--- config.mk ---
export PLATFORM = sky130hd
export DESIGN_NAME = cbrt_seq_flat
export DESIGN_NICKNAME = d
export VERILOG_FILES = /design/src/rtl/cbrt_pkg.sv /design/src/rtl/cbrt_seq_if.sv /design/src/rtl/cbrt_seq_mul.sv /design/src/rtl/cbrt_seq.sv /design/src/flat_wrapper.sv
export SDC_FILE = /design/constraint.sdc
export NUM_CORES = 1
export LEC_CHECK = 0
export CORE_MARGIN = 5
export CORE_UTILIZATION = 54
export DETAILED_ROUTE_END_ITERATION = 8
export PLACE_DENSITY_LB_ADDON = 0.3
export SLEW_MARGIN = 10
export SYNTH_ARGS = -nofsm -noshare
export SYNTH_HDL_FRONTEND = slang
export SYNTH_SLANG_ARGS = --single-unit
--- constraint.sdc ---
create_clock -name clk -period 2.4 [get_ports clk]
set_input_delay 0.48 -clock clk [delete_from_list [all_inputs] [get_ports clk]]
set_output_delay 0.48 -clock clk [all_outputs]
set_load 0.005 [all_outputs]
--- src/rtl/cbrt_pkg.sv ---
// Shared definitions for the sequential cube-root block: state encoding and
// width helpers used by the interface, the core and the bench.
package cbrt_pkg;

  localparam logic [2:0] ST_IDLE     = 3'd0;
  localparam logic [2:0] ST_SHIFT    = 3'd1;
  localparam logic [2:0] ST_MUL_GO   = 3'd2;
  localparam logic [2:0] ST_MUL_WAIT = 3'd3;
  localparam logic [2:0] ST_FORM     = 3'd4;
  localparam logic [2:0] ST_TEST     = 3'd5;
  localparam logic [2:0] ST_FIN      = 3'd6;

  // Result width; also the number of digit steps.
  function automatic int rw_of(input int w);
    return (w + 2) / 3;
  endfunction

  // Width that holds the shifted trial subtrahend without truncation.
  function automatic int int_w_of(input int w);
    return 3 * rw_of(w) + 2;
  endfunction

endpackage

--- src/rtl/cbrt_seq_if.sv ---
// Request/result bundle of cbrt_seq plus a debug view of the FSM state.
// Handshake: start is sampled on the rising edge only when the core is not
// busy (IDLE or the done cycle); done is a one-cycle pulse and y_o/rem_o
// are valid from that cycle until the next done.
interface cbrt_seq_if #(parameter int W = 8);
  import cbrt_pkg::*;
  localparam int RW = rw_of(W);

  logic          start;
  logic [W-1:0]  x_i;
  logic          busy;
  logic          done;
  logic [RW-1:0] y_o;
  logic [W-1:0]  rem_o;
  logic [2:0]    dbg_state;

  modport master (
    output start, x_i,
    input  busy, done, y_o, rem_o, dbg_state
  );

  modport slave (
    input  start, x_i,
    output busy, done, y_o, rem_o, dbg_state
  );

endinterface

--- src/rtl/cbrt_seq_mul.sv ---
// Unsigned shift-add multiplier. The first partial product is taken on the
// load edge, so p is valid AW cycles after the start pulse (busy low then).
module mul_serial #(
  parameter int AW = 3,
  parameter int BW = 4
) (
  input  logic             clk,
  input  logic             rst,
  input  logic             start,
  input  logic [AW-1:0]    a,
  input  logic [BW-1:0]    b,
  output logic             busy,
  output logic [AW+BW-1:0] p
);

  localparam int PW = AW + BW;
  localparam int CW = $clog2(AW + 1);

  logic [PW-1:0] acc;
  logic [PW-1:0] mcand;
  logic [AW-1:0] mplier;
  logic [CW-1:0] cnt;

  always_ff @(posedge clk or posedge rst) begin
    if (rst) begin
      acc    <= '0;
      mcand  <= '0;
      mplier <= '0;
      cnt    <= '0;
    end else if (start) begin
      acc    <= a[0] ? PW'(b) : '0;
      mcand  <= PW'(b) << 1;
      mplier <= a >> 1;
      cnt    <= CW'(AW - 1);
    end else if (cnt != '0) begin
      if (mplier[0]) begin
        acc <= acc + mcand;
      end
      mcand  <= mcand << 1;
      mplier <= mplier >> 1;
      cnt    <= cnt - CW'(1);
    end
  end

  assign busy = (cnt != '0);
  assign p    = acc;

endmodule

--- src/rtl/cbrt_seq.sv ---
// Sequential integer cube root: y = floor(cbrt(x)), rem = x - y^3, one root
// bit per digit step, fixed data-independent latency.
module cbrt_seq
  import cbrt_pkg::*;
#(
  parameter int W = 8
) (
  input logic       clk,
  input logic       rst,
  cbrt_seq_if.slave bus
);

  localparam int RW    = rw_of(W);
  localparam int ITERS = RW;
  localparam int INT_W = int_w_of(W);
  localparam int SW    = $clog2(3 * ITERS + 1);
  localparam int BW    = RW + 1;
  localparam int PW    = RW + BW;

  logic [2:0]       state;
  logic [INT_W-1:0] xr;
  logic [RW-1:0]    y;
  logic [SW-1:0]    s;
  logic [PW-1:0]    p;
  logic [INT_W-1:0] b;
  logic [RW-1:0]    y_o_r;
  logic [W-1:0]     rem_o_r;

  logic             mul_start;
  logic             mul_busy;
  logic [BW-1:0]    mul_b;
  logic [PW-1:0]    mul_p;

  logic             accept;
  logic             ge;
  logic [INT_W-1:0] xr_nx;
  logic [RW-1:0]    y_nx;
  logic [INT_W-1:0] p_ext;
  logic [INT_W-1:0] b_nx;

  assign mul_start = (state == ST_MUL_GO);
  assign mul_b     = {1'b0, y} + BW'(1);

  mul_serial #(
    .AW (RW),
    .BW (BW)
  ) u_mul (
    .clk   (clk),
    .rst   (rst),
    .start (mul_start),
    .a     (y),
    .b     (mul_b),
    .busy  (mul_busy),
    .p     (mul_p)
  );

  // The done cycle doubles as IDLE so a held start runs back-to-back.
  always_comb begin
    accept = 1'b0;
    ge     = 1'b0;
    xr_nx  = xr;
    y_nx   = y;
    p_ext  = INT_W'(p);
    b_nx   = '0;
    accept = bus.start && ((state == ST_IDLE) || (state == ST_FIN));
    ge     = (xr >= b);
    if (ge) begin
      xr_nx = xr - b;
      y_nx  = y + RW'(1);
    end
    b_nx = (((p_ext << 1) + p_ext) + INT_W'(1)) << s;
  end

  always_ff @(posedge clk or posedge rst) begin
    if (rst) begin
      state   <= ST_IDLE;
      xr      <= '0;
      y       <= '0;
      s       <= '0;
      p       <= '0;
      b       <= '0;
      y_o_r   <= '0;
      rem_o_r <= '0;
    end else begin
      case (state)
        ST_IDLE, ST_FIN: begin
          if (accept) begin
            xr    <= INT_W'(bus.x_i);
            y     <= '0;
            s     <= SW'(3 * ITERS);
            state <= ST_SHIFT;
          end else begin
            state <= ST_IDLE;
          end
        end
        ST_SHIFT: begin
          y     <= y << 1;
          s     <= s - SW'(3);
          state <= ST_MUL_GO;
        end
        ST_MUL_GO: begin
          state <= ST_MUL_WAIT;
        end
        ST_MUL_WAIT: begin
          if (!mul_busy) begin
            p     <= mul_p;
            state <= ST_FORM;
          end
        end
        ST_FORM: begin
          b     <= b_nx;
          state <= ST_TEST;
        end
        ST_TEST: begin
          xr <= xr_nx;
          y  <= y_nx;
          // Results land together with the done cycle so they are valid while done is high.
          if (s == '0) begin
            y_o_r   <= y_nx;
            rem_o_r <= xr_nx[W-1:0];
            state   <= ST_FIN;
          end else begin
            state <= ST_SHIFT;
          end
        end
        default: state <= ST_IDLE;
      endcase
    end
  end

  assign bus.busy      = (state != ST_IDLE) && (state != ST_FIN);
  assign bus.done      = (state == ST_FIN);
  assign bus.y_o       = y_o_r;
  assign bus.rem_o     = rem_o_r;
  assign bus.dbg_state = state;

endmodule

--- src/flat_wrapper.sv ---
// flat-port wrapper written by rule: the top's interface ports become plain ports
module cbrt_seq_flat import cbrt_pkg::*;
#(
  parameter int W = 8
)
  (clk, rst, bus_start, bus_x_i, bus_busy, bus_done, bus_y_o, bus_rem_o, bus_dbg_state);
  cbrt_seq_if #(.W(W)) bus_i ();
  input logic clk;
  input logic rst;
  input wire logic [$bits(bus_i.start)-1:0] bus_start;
  input wire logic [$bits(bus_i.x_i)-1:0] bus_x_i;
  output wire logic [$bits(bus_i.busy)-1:0] bus_busy;
  output wire logic [$bits(bus_i.done)-1:0] bus_done;
  output wire logic [$bits(bus_i.y_o)-1:0] bus_y_o;
  output wire logic [$bits(bus_i.rem_o)-1:0] bus_rem_o;
  output wire logic [$bits(bus_i.dbg_state)-1:0] bus_dbg_state;
  assign bus_i.start = bus_start;
  assign bus_i.x_i = bus_x_i;
  assign bus_busy = bus_i.busy;
  assign bus_done = bus_i.done;
  assign bus_y_o = bus_i.y_o;
  assign bus_rem_o = bus_i.rem_o;
  assign bus_dbg_state = bus_i.dbg_state;
  cbrt_seq #(.W(W)) u_core (.clk(clk), .rst(rst), .bus(bus_i));
endmodule
* Word-level counts from Yosys, hierarchy flattened
Cells that the tools add are included.
** Operators by class
- Bitwise logic cells :: 1
- $add $sub $neg :: 8
- Eq/ne operators :: 10
- Shifts and indexed selects :: 1
- Multiplexer cells :: 22
- Reductions and logical operators :: 20
- Magnitude comparators :: 1
** Operators with widths (count)
- two-way mux 7 bit :: 5
- two-way mux 11 bit :: 2
- case mux 11 bit (2 select lines) :: 1
- two-way mux 3 bit :: 6
- case mux 3 bit (6 select lines) :: 1
- AND reduction 2 bit :: 6
- adder 11 x 1 -> 11 bit, second input constant :: 1
- >= comparator 11 bit :: 1
- left shift 11 x 4 -> 11 bit :: 1
- subtractor 11 bit :: 1
- nonzero test 2 bit :: 5
- adder 8 x 7 -> 9 bit :: 1
- == test 3 bit, second input constant :: 3
- case mux 3 bit (3 select lines) :: 1
- two-way mux 4 bit :: 2
- case mux 4 bit (2 select lines) :: 1
- adder 7 bit :: 1
- == test 3 x 2 -> 1 bit, second input constant :: 2
- nonzero test 3 bit :: 2
- adder 3 x 1 -> 4 bit, second input constant :: 1
- zero test 4 bit :: 1
- two-way mux 2 bit :: 2
- inequality test 2 x 1 -> 1 bit, second input constant :: 2
- subtractor 4 x 2 -> 4 bit, second input constant :: 1
- other kinds (12) :: 13
** Word-level totals
- Output and inout port bits :: 16
- Flip-flop bits (word level) :: 69
- Input port bits :: 11
- Word-level logic and storage cells :: 76

* Logic depth before layout (Yosys ltp)
Gate-level depths: netlist of run 1.
- Depth in word-level cells :: 5
- Gate-level depth with buffers :: 10
- Gate-level depth less buffers :: 10

* Modules after synthesis
From an unflattened synthesis of run 1, not the netlist that was laid out.
** Second synthesis, totals
- Cells, all modules :: 513
- Area total of the unflattened synthesis :: 4630.7 sq um
** Modules (own cells, without submodules)
- cbrt_seq :: cells each 415, sequential area each 1251.2 sq um, times used 1, area each 3661.0 sq um
- mul_serial :: cells each 98, sequential area each 425.4 sq um, times used 1, area each 969.7 sq um

* Worst setup path before layout of run 1
Ideal clock, no wire load.
- Path kind :: register to register
- From :: register u_core.p[2]
- To :: register u_core.b[9]
- Path slack :: 149 ps
- Buffers on the path :: 0
- Arrival time :: 2125 ps
- Stages on the path, launching flop included :: 9
- Setup time :: 126 ps
- Clock period less this slack :: 2251 ps
- Data required time :: 2274 ps
- Path through :: dfrtp_1 ha_1 a211oi_2 o21ba_2 nor2_2 or4_1 nand4_1 a31oi_1 o32a_1
** Between the ends
- Cells in the longest elaborated chain, start to end :: 3
** Ends and longest elaborated chain
- start: declaration :: RTL line cbrt_seq.sv:24 : logic [PW-1:0] p;
- start signal: assignment :: RTL line cbrt_seq.sv:106 : p <= mul_p;
- adder 8 x 7 -> 9 bit :: RTL line cbrt_seq.sv:71 : b_nx = (((p_ext << 1) + p_ext) + INT_W'(1)) << s;
- adder 11 x 1 -> 11 bit :: RTL line cbrt_seq.sv:71
- left shift 11 x 4 -> 11 bit :: RTL line cbrt_seq.sv:71
- end signal: assignment :: RTL line cbrt_seq.sv:111 : b <= b_nx;
- end: declaration :: RTL line cbrt_seq.sv:25 : logic [INT_W-1:0] b;
Every way passes these cells.
A chain may end at the register's enable or synchronous reset.

* Final worst setup path of run 1
- From :: register u_core.p[3]
- To :: register u_core.b[9]
Same word-level chain as after synthesis.

==> out/metrics.csv, run 1 <==
stage,metric,value,unit
timing,relative slew slack,0.6668,
timing,Final Skew,0.01057,ns
outcome,status,"complete, no violations",
final_layout,Diodes inserted,0,
timing,final setup fails,0,
detailed_routing,"antenna viol nets, final",0,
synth,"EDFF count, synth",0,
worst_setup_path,crit path max fanout,4,
timing,RSZ-0062 raised after global routing,false,
synth,Syn Inst Count,478,
synth,sequential area share after synthesis,0.3791,
final_layout,area grow syn2layout,15.54,%
power,Max IR drop VDD,794.4,µV
synth,Syn Area/Cell,8.976,µm²
worst_setup_path,arrival time worst endpoint,2.54,ns
clock_network,Clock Tree Buf Depth,2,
global_routing,"Remaining Overflow, GRT",0,
synth,asr flop ratio synth,1.000,
worst_setup_path,critical path type,flop to flop,
synth,mapped cell area,4290,µm²
timing,TNS Setup,0,ns
timing,Tmin final,2.309,ns
floorplan,width of the die,99.14,µm
clock_network,clock slew at reported path FFs,0.08,ns
timing,final hold vios,0,
synth,Post-synth top flop,dfrtp_1,
floorplan,# rows,32,
placement,GPL Wtd Cong,0.8680,
global_routing,antenna violations before repair,0,
final_layout,layout cell share with drive strength beyond 1,0.1272,
detailed_routing,Pre-Repair DR Iteration Count,4,
floorplan,Die Area,9828,µm²
synth,Synth Warn #,0,
detailed_routing,DRC,0,
power,P_leak,2.250,nW
clock_network,CTS Buf Count,9,
timing,Final period util,0.9619,
placement,Final HPWL DP,7105,µm
worst_setup_path,Required @ worst endpoint,2.63,ns
clock_network,CTS tree,built,
worst_setup_path,CP startpoint kind,flop,
power,Tot Pwr,7.647,mW
detailed_routing,WL final,9611,µm
worst_hold_path,hold crit path type,primary input to asynchronous set/reset pin,
final_layout,Final Net Count,556,
placement,Port Buffers,26,
detailed_routing,vias per cell,5.710,
synth,Cell variety after synth,59,
global_routing,Total GRT Usage,0.2068,
clock_network,CTS root buffer,clkbuf_8,
power,power density cells,1543,nW/µm²
clock_network,CTS sink count,65,
global_routing,largest net degree at the start of global routing,30,
worst_setup_path,Worst setup EP type,flop,
timing,Min Hold Slack,0.4797,ns
detailed_routing,initial DRC count,187,
timing,max-slew violations,0,
timing,fmax,433.2,MHz
synth,Syn Nets,520,
clock_network,clk_lat worst skew,0.35,ns
global_routing,vias in the first global route,3553,
floorplan,Initial Util,0.5552,
floorplan,Die Y,99.14,µm
detailed_routing,DR WL/cell,15.48,µm
detailed_routing,DR vias,3546,
global_routing,first-pass GRT wire length,16640,µm
flow_run,Max Cap Viol,0,
synth,Yosys reg bits,65,
floorplan,Core Box Area,7727,µm²
timing,Slew @ Worst Pin,0.4976,ns
floorplan,Ports,27,
clock_network,htree depth,3,
## logic make-up (layout without fill, tap and decap cells)
logic type               Yosys count  after routing  synth area share
adder cells (fa/ha/maj)           31             31           0.09391
XOR/XNOR                          19             19           0.03879
multiplexers                      26             26           0.06328
buffers and inverters             54             95           0.06182
AND/OR/NAND/NOR                  147            147            0.1610
AO/OA/AOI/OAI                    136            136            0.2021
flip-flops                        65             65            0.3791
## cells in the final DEF (no fill, tap or decap), drive strengths merged, types with 10 or more instances in the layout
cell type	netlist	final
mux2i	17	17
nor2	35	35
xnor2	11	11
a21oi	37	37
nor3	11	11
o21ai	42	42
nand3	13	13
clkbuf	16	10
nor2b	11	11
clkdlybuf4s50	0	26
ha	29	29
nand2	54	54
inv	32	32
buf	6	21
dfrtp	65	65
## metrics by stage
step / util / std cells / cell area, µm² / setup WS [ns]
2_1_floorplan: - / 478 / 4290 / 0.1492
6_report: 0.6415 / 621 / 4957 / 0.09136
5_1_grt: 0.6415 / 621 / 4957 / 0.007092
4_1_cts: 0.6380 / 621 / 4930 / 0.03477
3_3_place_gp: 0.6093 / 604 / 4708 / 0.08362
3_5_place_dp: 0.6093 / 604 / 4708 / 0.008761
## routing by layer
layer	part of all wire	vias up	global-route usage
li1	-	1771	-
met1	0.45	1694	0.2604
met2	0.51	73	0.3569
met3	0.033	8	0.03787
met4	0.0086	0	0.07143
met5	0	-	0
## what timing repair did
item / in CTS / in global routing
endpoints found under the setup margin: 1 / 18
cloned: 0 / 0
hold buffers: 0 / 0
resized for setup: 2 / 8
pin swaps: 2 / 1
setup buffers: 1 / 0
## final timing paths
| check | from | end | slack [ns] | cells after the start |
|---|---|---|---|---|
| max | u_core.p[3]$_DFFE_PP0P_ | u_core.b[9]$_DFFE_PP0P_ | 0.09 | 8 |
| min | rst | u_core.bus.y_o[1]$_DFFE_PP0P_ | 0.48 | 2 |
| max reg2reg | u_core.p[3]$_DFFE_PP0P_ | u_core.b[9]$_DFFE_PP0P_ | 0.09 | 8 |
| min reg2reg | u_core.bus.rem_o[1]$_DFFE_PP0P_ | u_core.bus.rem_o[1]$_DFFE_PP0P_ | 0.48 | 1 |
| max in group asynchronous | rst | u_core.b[4]$_DFFE_PP0P_ | 1.38 | 3 |
| min in group clk | u_core.bus.rem_o[1]$_DFFE_PP0P_ | u_core.bus.rem_o[1]$_DFFE_PP0P_ | 0.48 | 1 |
## critical path, cell delays in order (launching register included)
cell,delay (ns)
dfrtp_1,0.41
ha_2,0.32
a211oi_4,0.31
o21ba_4,0.19
nor2_2,0.05
or4_1,0.40
nand4_1,0.10
a31oi_1,0.05
o32a_1,0.36
## cell usage after synthesis, types with 13 or more instances
master	instances	area share
mux2i_1	17	0.040
nand3_1	13	0.015
o21ai_0	42	0.049
nor2_1	33	0.029
inv_1	31	0.027
dfrtp_1	65	0.38
a21oi_1	36	0.042
nand2_1	54	0.047
ha_1	29	0.085
## sequential cells by signal, indices dropped and copies added (netlist names)
register and flops:
u_core.bus.rem_o 8, u_core.y 3, u_core.xr 11, u_core.bus.dbg_state 3, u_core.u_mul.mplier 2, u_core.p 6
u_core.u_mul.cnt 2, u_core.u_mul.p 6, u_core.u_mul.mcand 6, u_core.bus.y_o 3, u_core.s 4, u_core.b 11
## area by class of cell
cell class / count / area, µm²
clock buffers: 10 / 137.6
clock inverters: 6 / 67.56
fillers: 621 / 2770
inverters: 32 / 120.1
multi-input cells: 359 / 2435
flip-flops and latches: 65 / 1627
well taps: 102 / 127.6
repair buffers: 47 / 442.9
## power by group
group	total [mW]	internal (mW)	switching, mW
sequential	2.00	1.56	0.442
clock	0.964	0.509	0.455
combinational	4.68	2.12	2.57
total	7.65	4.18	3.46
Note: power is estimated with default switching activity, not from simulation.
==> run 2, diff against run 1 <==
- CORE_UTILIZATION: 54 -> 55
- DONT_BUFFER_PORTS: default -> 1
- MAX_ROUTING_LAYER: default -> met4
==> out/metrics.csv, run 2 (synthesized netlist as in run 1, its figures left out) <==
stage,metric,value,unit,change
timing,Final period util,0.9533,,-0.008593
worst_setup_path,crit path max fanout,4,,unchanged
flow_run,Max Cap Viol,0,,unchanged
placement,Final HPWL DP,6863,µm,-3.4%
floorplan,Core Box Area,7647,µm²,-1.0%
detailed_routing,DRC,0,,unchanged
power,P_leak,2.176,nW,-3.3%
power,internal power,4.248,mW,+1.5%
final_layout,Final Core Density,0.6234,,-0.01815
power,sequential share of power,0.265,,+0.003
detailed_routing,WL final,9461,µm,-1.6%
global_routing,met3 Track Usage GR,0.04000,,+0.002132
worst_setup_path,Required @ worst endpoint,2.62,ns,about the same
clock_network,Clock Tree Buf Depth,2,,unchanged
timing,post-route setup slack,0.1120,ns,+0.02062 ns
detailed_routing,DR vias,3483,,-1.8%
outcome,status,"complete, no violations",,
floorplan,Die Area,9667,µm²,-1.6%
timing,max-slew violations,0,,unchanged
global_routing,first-pass GRT wire length,16130,µm,-3.1%
detailed_routing,vias per cell,5.834,,+2.2%
final_layout,Final Net Count,532,,-4.3%
global_routing,"Remaining Overflow, GRT",0,,unchanged
timing,RSZ-0062 raised after global routing,false,,
global_routing,GR Layer Usage met2,0.3333,,-0.02359
floorplan,Die Y,98.32,µm,-0.82%
floorplan,Ports,27,,unchanged
timing,Tmin final,2.288,ns,-0.02062 ns
clock_network,CTS tree,built,,
worst_setup_path,critical path type,flop to flop,,
timing,final hold vios,0,,unchanged
timing,relative slew slack,0.6296,,-0.03718
clock_network,CTS root buffer,clkbuf_8,,
power,Max IR drop VDD,751.0,µV,-5.5%
final_layout,"most common cell after layout, fill and taps aside",dfrtp_1,,
global_routing,largest net degree at the start of global routing,66,,+120%
global_routing,antenna violations before repair,0,,unchanged
global_routing,vias in the first global route,3366,,-5.3%
detailed_routing,"antenna viol nets, final",0,,unchanged
power,Sw Pwr,3.508,mW,+1.3%
placement,GPL Wtd Cong,0.8689,,+0.10%
timing,Slew @ Worst Pin,0.5556,ns,+0.05796 ns
power,Sw Share,0.4523,,-0.0005818
power,power density cells,1627,nW/µm²,+5.5%
worst_setup_path,arrival time worst endpoint,2.51,ns,-0.03 ns
timing,fmax,437.1,MHz,+0.90%
timing,final setup fails,0,,unchanged
power,combinational fraction of design power,0.592,,-0.020
clock_network,CTS Buf Count,9,,unchanged
clock_network,clock slew at reported path FFs,0.08,ns,about the same
worst_setup_path,CP startpoint kind,flop,,
global_routing,met1 usage,0.2689,,+0.008460
placement,Port Buffers,0,,-100%
floorplan,width of the die,98.32,µm,-0.82%
clock_network,CTS sink count,65,,unchanged
global_routing,Most Crowded Layer GR,met2,,
floorplan,# rows,32,,unchanged
detailed_routing,initial DRC count,218,,+17%
clock_network,htree depth,3,,unchanged
final_layout,most frequent cells in the layout,"65 x dfrtp_1, 52 x nand2_1, 41 x o21ai_0",,
clock_network,"Hold-fix buffers, CTS",0,,unchanged
worst_hold_path,hold crit path type,primary input to asynchronous set/reset pin,,
clock_network,clk_lat worst skew,0.36,ns,about the same
placement,Place WS,0.05033,ns,+0.04157 ns
timing,TNS Setup,0,ns,unchanged
timing,Final Skew,0.02064,ns,+0.01007 ns
final_layout,area grow syn2layout,11.11,%,
detailed_routing,DR WL/cell,15.85,µm,+2.4%
power,clock share of power,0.143,,+0.017
final_layout,Diodes inserted,0,,unchanged
final_layout,layout cell share with drive strength beyond 1,0.1434,,+0.01627
worst_setup_path,Worst setup EP type,flop,,
detailed_routing,Pre-Repair DR Iteration Count,5,,+1
floorplan,Initial Util,0.5610,,+0.005814
global_routing,Total GRT Usage,0.2090,,+0.002177
==> run 2: routing by layer <==
metal | vias up | wire length, µm
met1 | 1681 | 4284
met2 | 81 | 4641
met5 | - | 0
li1 | 1709 | -
met3 | 12 | 389
met4 | 0 | 146
==> run 2: power by group through the flow <==
stage / logic [mW] / clock network, mW / registers, mW
floorplan: 3.61 / 0 / 1.86
global placement: 4.26 / 0 / 2.03
detailed placement: 4.35 / 0 / 2.05
CTS: 4.37 / 1.13 / 2.03
global route: 5.15 / 1.18 / 2.13
finish: 4.59 / 1.11 / 2.05
==> run 2: worst max-delay path, cell delays in order, from the launching register on <==
cell      delay, ns
dfrtp_1        0.41
buf_4          0.17
ha_4           0.18
a211oi_4       0.26
o21ba_4        0.20
nor2_2         0.05
or4_1          0.41
nand4_1        0.10
a31oi_1        0.04
o32a_1         0.35
==> run 2: what timing repair did <==
item	CTS	global route
endpoints found under the hold margin	0	0
buffers inserted	0	2
pin swaps	1	3
endpoints found under the setup margin	1	16
gates resized for setup	0	15
==> run 2: worst paths after layout <==
path,slack [ns],to,cells past startpoint,from
setup / recovery,0.11,u_core.b[9]$_DFFE_PP0P_,9,u_core.p[2]$_DFFE_PP0P_
max in group asynchronous,2.02,u_core.b[7]$_DFFE_PP0P_,2,rst
setup reg to reg,0.11,u_core.b[9]$_DFFE_PP0P_,9,u_core.p[2]$_DFFE_PP0P_
hold / removal,0.06,u_core.y[1]$_DFFE_PP0P_,2,rst
hold reg to reg,0.49,u_core.b[0]$_DFFE_PP0P_,2,u_core.b[0]$_DFFE_PP0P_
min in group clk,0.26,u_core.xr[7]$_DFFE_PP0P_,1,bus_x_i[7]
==> run 2: layout make-up <==
| type | instances | area, µm² |
|---|---|---|
| timing repair buffer | 23 | 185.2 |
| clock inverter | 5 | 85.08 |
| clock buffer | 11 | 151.4 |
| multi-input combinational | 359 | 2471 |
| inverter | 32 | 120.1 |
| fill | 633 | 2880 |
| tap | 102 | 127.6 |
| sequential | 65 | 1627 |
==> run 2: per-stage QoR <==
stage                     cell area, µm²  power, mW  hold slack [ns]  cells
final                               4767      7.756          0.06270    597
after global routing                4767      8.458          0.08404    597
after CTS                           4679      7.536          0.08233    595
after detailed placement            4443      6.397           0.4661    579
after global placement              4443      6.294           0.4627    579
after floorplan                     4290      5.463           0.4453    478
==> run 3, diff against run 2 <==
- CORE_MARGIN: 5 -> default
==> out/metrics.csv, run 3 (synthesized netlist as in run 1, its figures left out) <==
stage,metric,value,unit,change
timing,final hold vios,0,,unchanged
floorplan,width of the die,90.32,µm,-8.1%
clock_network,clk_lat worst skew,0.35,ns,about the same
global_routing,"Remaining Overflow, GRT",0,,unchanged
power,combinational fraction of design power,0.591,,about the same
worst_setup_path,CP startpoint kind,flop,,
clock_network,CTS Buf Count,9,,unchanged
final_layout,area of the multi-input gates,2449,µm²,-0.91%
final_layout,area grow syn2layout,9.595,%,
timing,Slew @ Worst Pin,0.5190,ns,-0.03658 ns
global_routing,Total GRT Usage,0.2588,,+0.04986
detailed_routing,Pre-Repair DR Iteration Count,4,,-1
flow_run,Max Cap Viol,0,,unchanged
worst_setup_path,crit path max fanout,4,,unchanged
placement,GPL Wtd Cong,0.8642,,-0.54%
floorplan,Die Y,90.32,µm,-8.1%
outcome,status,"complete, no violations",,
power,P_leak,2.155,nW,-0.97%
detailed_routing,WL final,9572,µm,+1.2%
clock_network,CTS sink count,65,,unchanged
timing,final setup fails,0,,unchanged
clock_network,"Hold-fix buffers, CTS",0,,unchanged
power,sequential share of power,0.272,,+0.007
power,power density cells,1626,nW/µm²,about the same
placement,Port Buffers,0,,unchanged
detailed_routing,DR WL/cell,16.20,µm,+2.2%
timing,Final Skew,0.01072,ns,-0.009919 ns
detailed_routing,"antenna viol nets, final",0,,unchanged
clock_network,CTS root buffer,clkbuf_8,,
timing,TNS Setup,0,ns,unchanged
floorplan,# rows,31,,-3.1%
global_routing,antenna violations before repair,0,,unchanged
global_routing,vias in the first global route,3431,,+1.9%
floorplan,Ports,27,,unchanged
worst_hold_path,hold crit path type,primary input to asynchronous set/reset pin,,
timing,relative slew slack,0.6540,,+0.02439
timing,Min Hold Slack,0.06209,ns,-0.0006168 ns
clock_network,clock slew at reported path FFs,0.08,ns,about the same
worst_setup_path,"delay-heaviest family, CP",compound AO/OA/AOI/OAI gates,,
final_layout,Final Net Count,529,,-0.56%
timing,post-route setup slack,0.08469,ns,-0.02729 ns
floorplan,Core Box Area,7408,µm²,-3.1%
floorplan,Die Area,8158,µm²,-16%
clock_network,Clock Tree Buf Depth,2,,unchanged
worst_setup_path,Worst setup EP type,flop,,
power,Sw Pwr,3.467,mW,-1.2%
final_layout,most frequent cells in the layout,"65 x dfrtp_1, 52 x nand2_1, 40 x o21ai_0",,
detailed_routing,initial DRC count,236,,+8.3%
timing,fmax,431.9,MHz,-1.2%
timing,Final period util,0.9647,,+0.01137
power,Max IR drop VDD,870.5,µV,+16%
worst_setup_path,Critical-path top delay cell,dfrtp_1,,
detailed_routing,DRC,0,,unchanged
final_layout,fillcell total,615,,-2.8%
global_routing,first-pass GRT wire length,16330,µm,+1.2%
detailed_routing,DR vias,3483,,unchanged
final_layout,Final Core Density,0.6347,,+0.01133
placement,DP Cell Count,574,,-0.86%
worst_setup_path,critical path cell sequence,ha_4 > a211oi_4 > o21ba_4 > nor2_2 > or4_1 > nand4_1 > a31oi_1 > o32a_1,,
final_layout,Diodes inserted,0,,unchanged
worst_setup_path,CP Buf/Inv Count,0,,-1
global_routing,largest net degree at the start of global routing,66,,unchanged
power,clock share of power,0.138,,-0.005
worst_setup_path,arrival time worst endpoint,2.54,ns,+0.03 ns
final_layout,layout cell share with drive strength beyond 1,0.1321,,-0.01132
worst_setup_path,critical path type,flop to flop,,
clock_network,htree depth,3,,unchanged
power,internal power,4.177,mW,-1.7%
timing,Tmin final,2.315,ns,+0.02729 ns
floorplan,Initial Util,0.5791,,+0.01810
worst_setup_path,max incr delay on CP,0.44,ns,+0.03 ns
placement,Place WS,0.01665,ns,-0.03367 ns
final_layout,"most common cell after layout, fill and taps aside",dfrtp_1,,
placement,Final HPWL DP,6786,µm,-1.1%
clock_network,CTS tree,built,,
final_layout,register area,1627,µm²,unchanged
timing,max-slew violations,0,,unchanged
detailed_routing,vias per cell,5.893,,+1.0%
final_layout,Post-Layout Cell Count,591,,-1.0%
power,Sw Share,0.4536,,+0.001261
worst_setup_path,Required @ worst endpoint,2.63,ns,about the same
[run 3: area by class of cell]
class | instances | area share
repair buffers | 20 | 0.03459
clock buffers | 11 | 0.03007
multi-input cells | 359 | 0.5208
well taps | 99 | 0.02634
flip-flops and latches | 65 | 0.3459
inverters | 32 | 0.02555
clock inverters | 5 | 0.01676
[run 3: stage by stage]
stage	power (mW)	instance area, µm²
floorplan	5.463	4290
global placement	6.238	4424
detailed placement	6.364	4424
CTS	7.460	4644
global route	8.317	4702
finish	7.644	4702
[run 3: power groups by stage]
stage / Clock (mW) / Combinational, mW / Sequential, mW
2_1_floorplan: 0 / 3.61 / 1.86
3_3_place_gp: 0 / 4.18 / 2.05
3_5_place_dp: 0 / 4.29 / 2.07
4_1_cts: 1.06 / 4.35 / 2.06
5_1_grt: 1.10 / 5.08 / 2.14
6_report: 1.05 / 4.52 / 2.08
[run 3: final timing paths]
path | start | end | slack, ns | cells past startpoint
max in group asynchronous | rst | u_core.b[9]$_DFFE_PP0P_ | 2.03 | 2
hold / removal | rst | u_core.bus.y_o[1]$_DFFE_PP0P_ | 0.06 | 2
min in group clk | bus_x_i[0] | u_core.xr[0]$_DFFE_PP0P_ | 0.27 | 1
setup reg to reg | u_core.p[2]$_DFFE_PP0P_ | u_core.b[9]$_DFFE_PP0P_ | 0.08 | 8
hold reg to reg | u_core.b[4]$_DFFE_PP0P_ | u_core.b[4]$_DFFE_PP0P_ | 0.49 | 2
setup / recovery | u_core.p[2]$_DFFE_PP0P_ | u_core.b[9]$_DFFE_PP0P_ | 0.08 | 8
[run 3: what timing repair did]
action                     in CTS  in global routing
resized for setup               0                 12
setup endpoints to repair       1                 19
pin swaps                       1                  2
buffers inserted                0                  1
[run 3: per-layer routing]
metal  global-route usage  vias up  share of wire
li1                     -     1713              -
met1               0.3458     1696           0.47
met2               0.4033       65           0.47
met3              0.04882        9          0.044
met4              0.07661        0          0.012
met5                    -        -              0
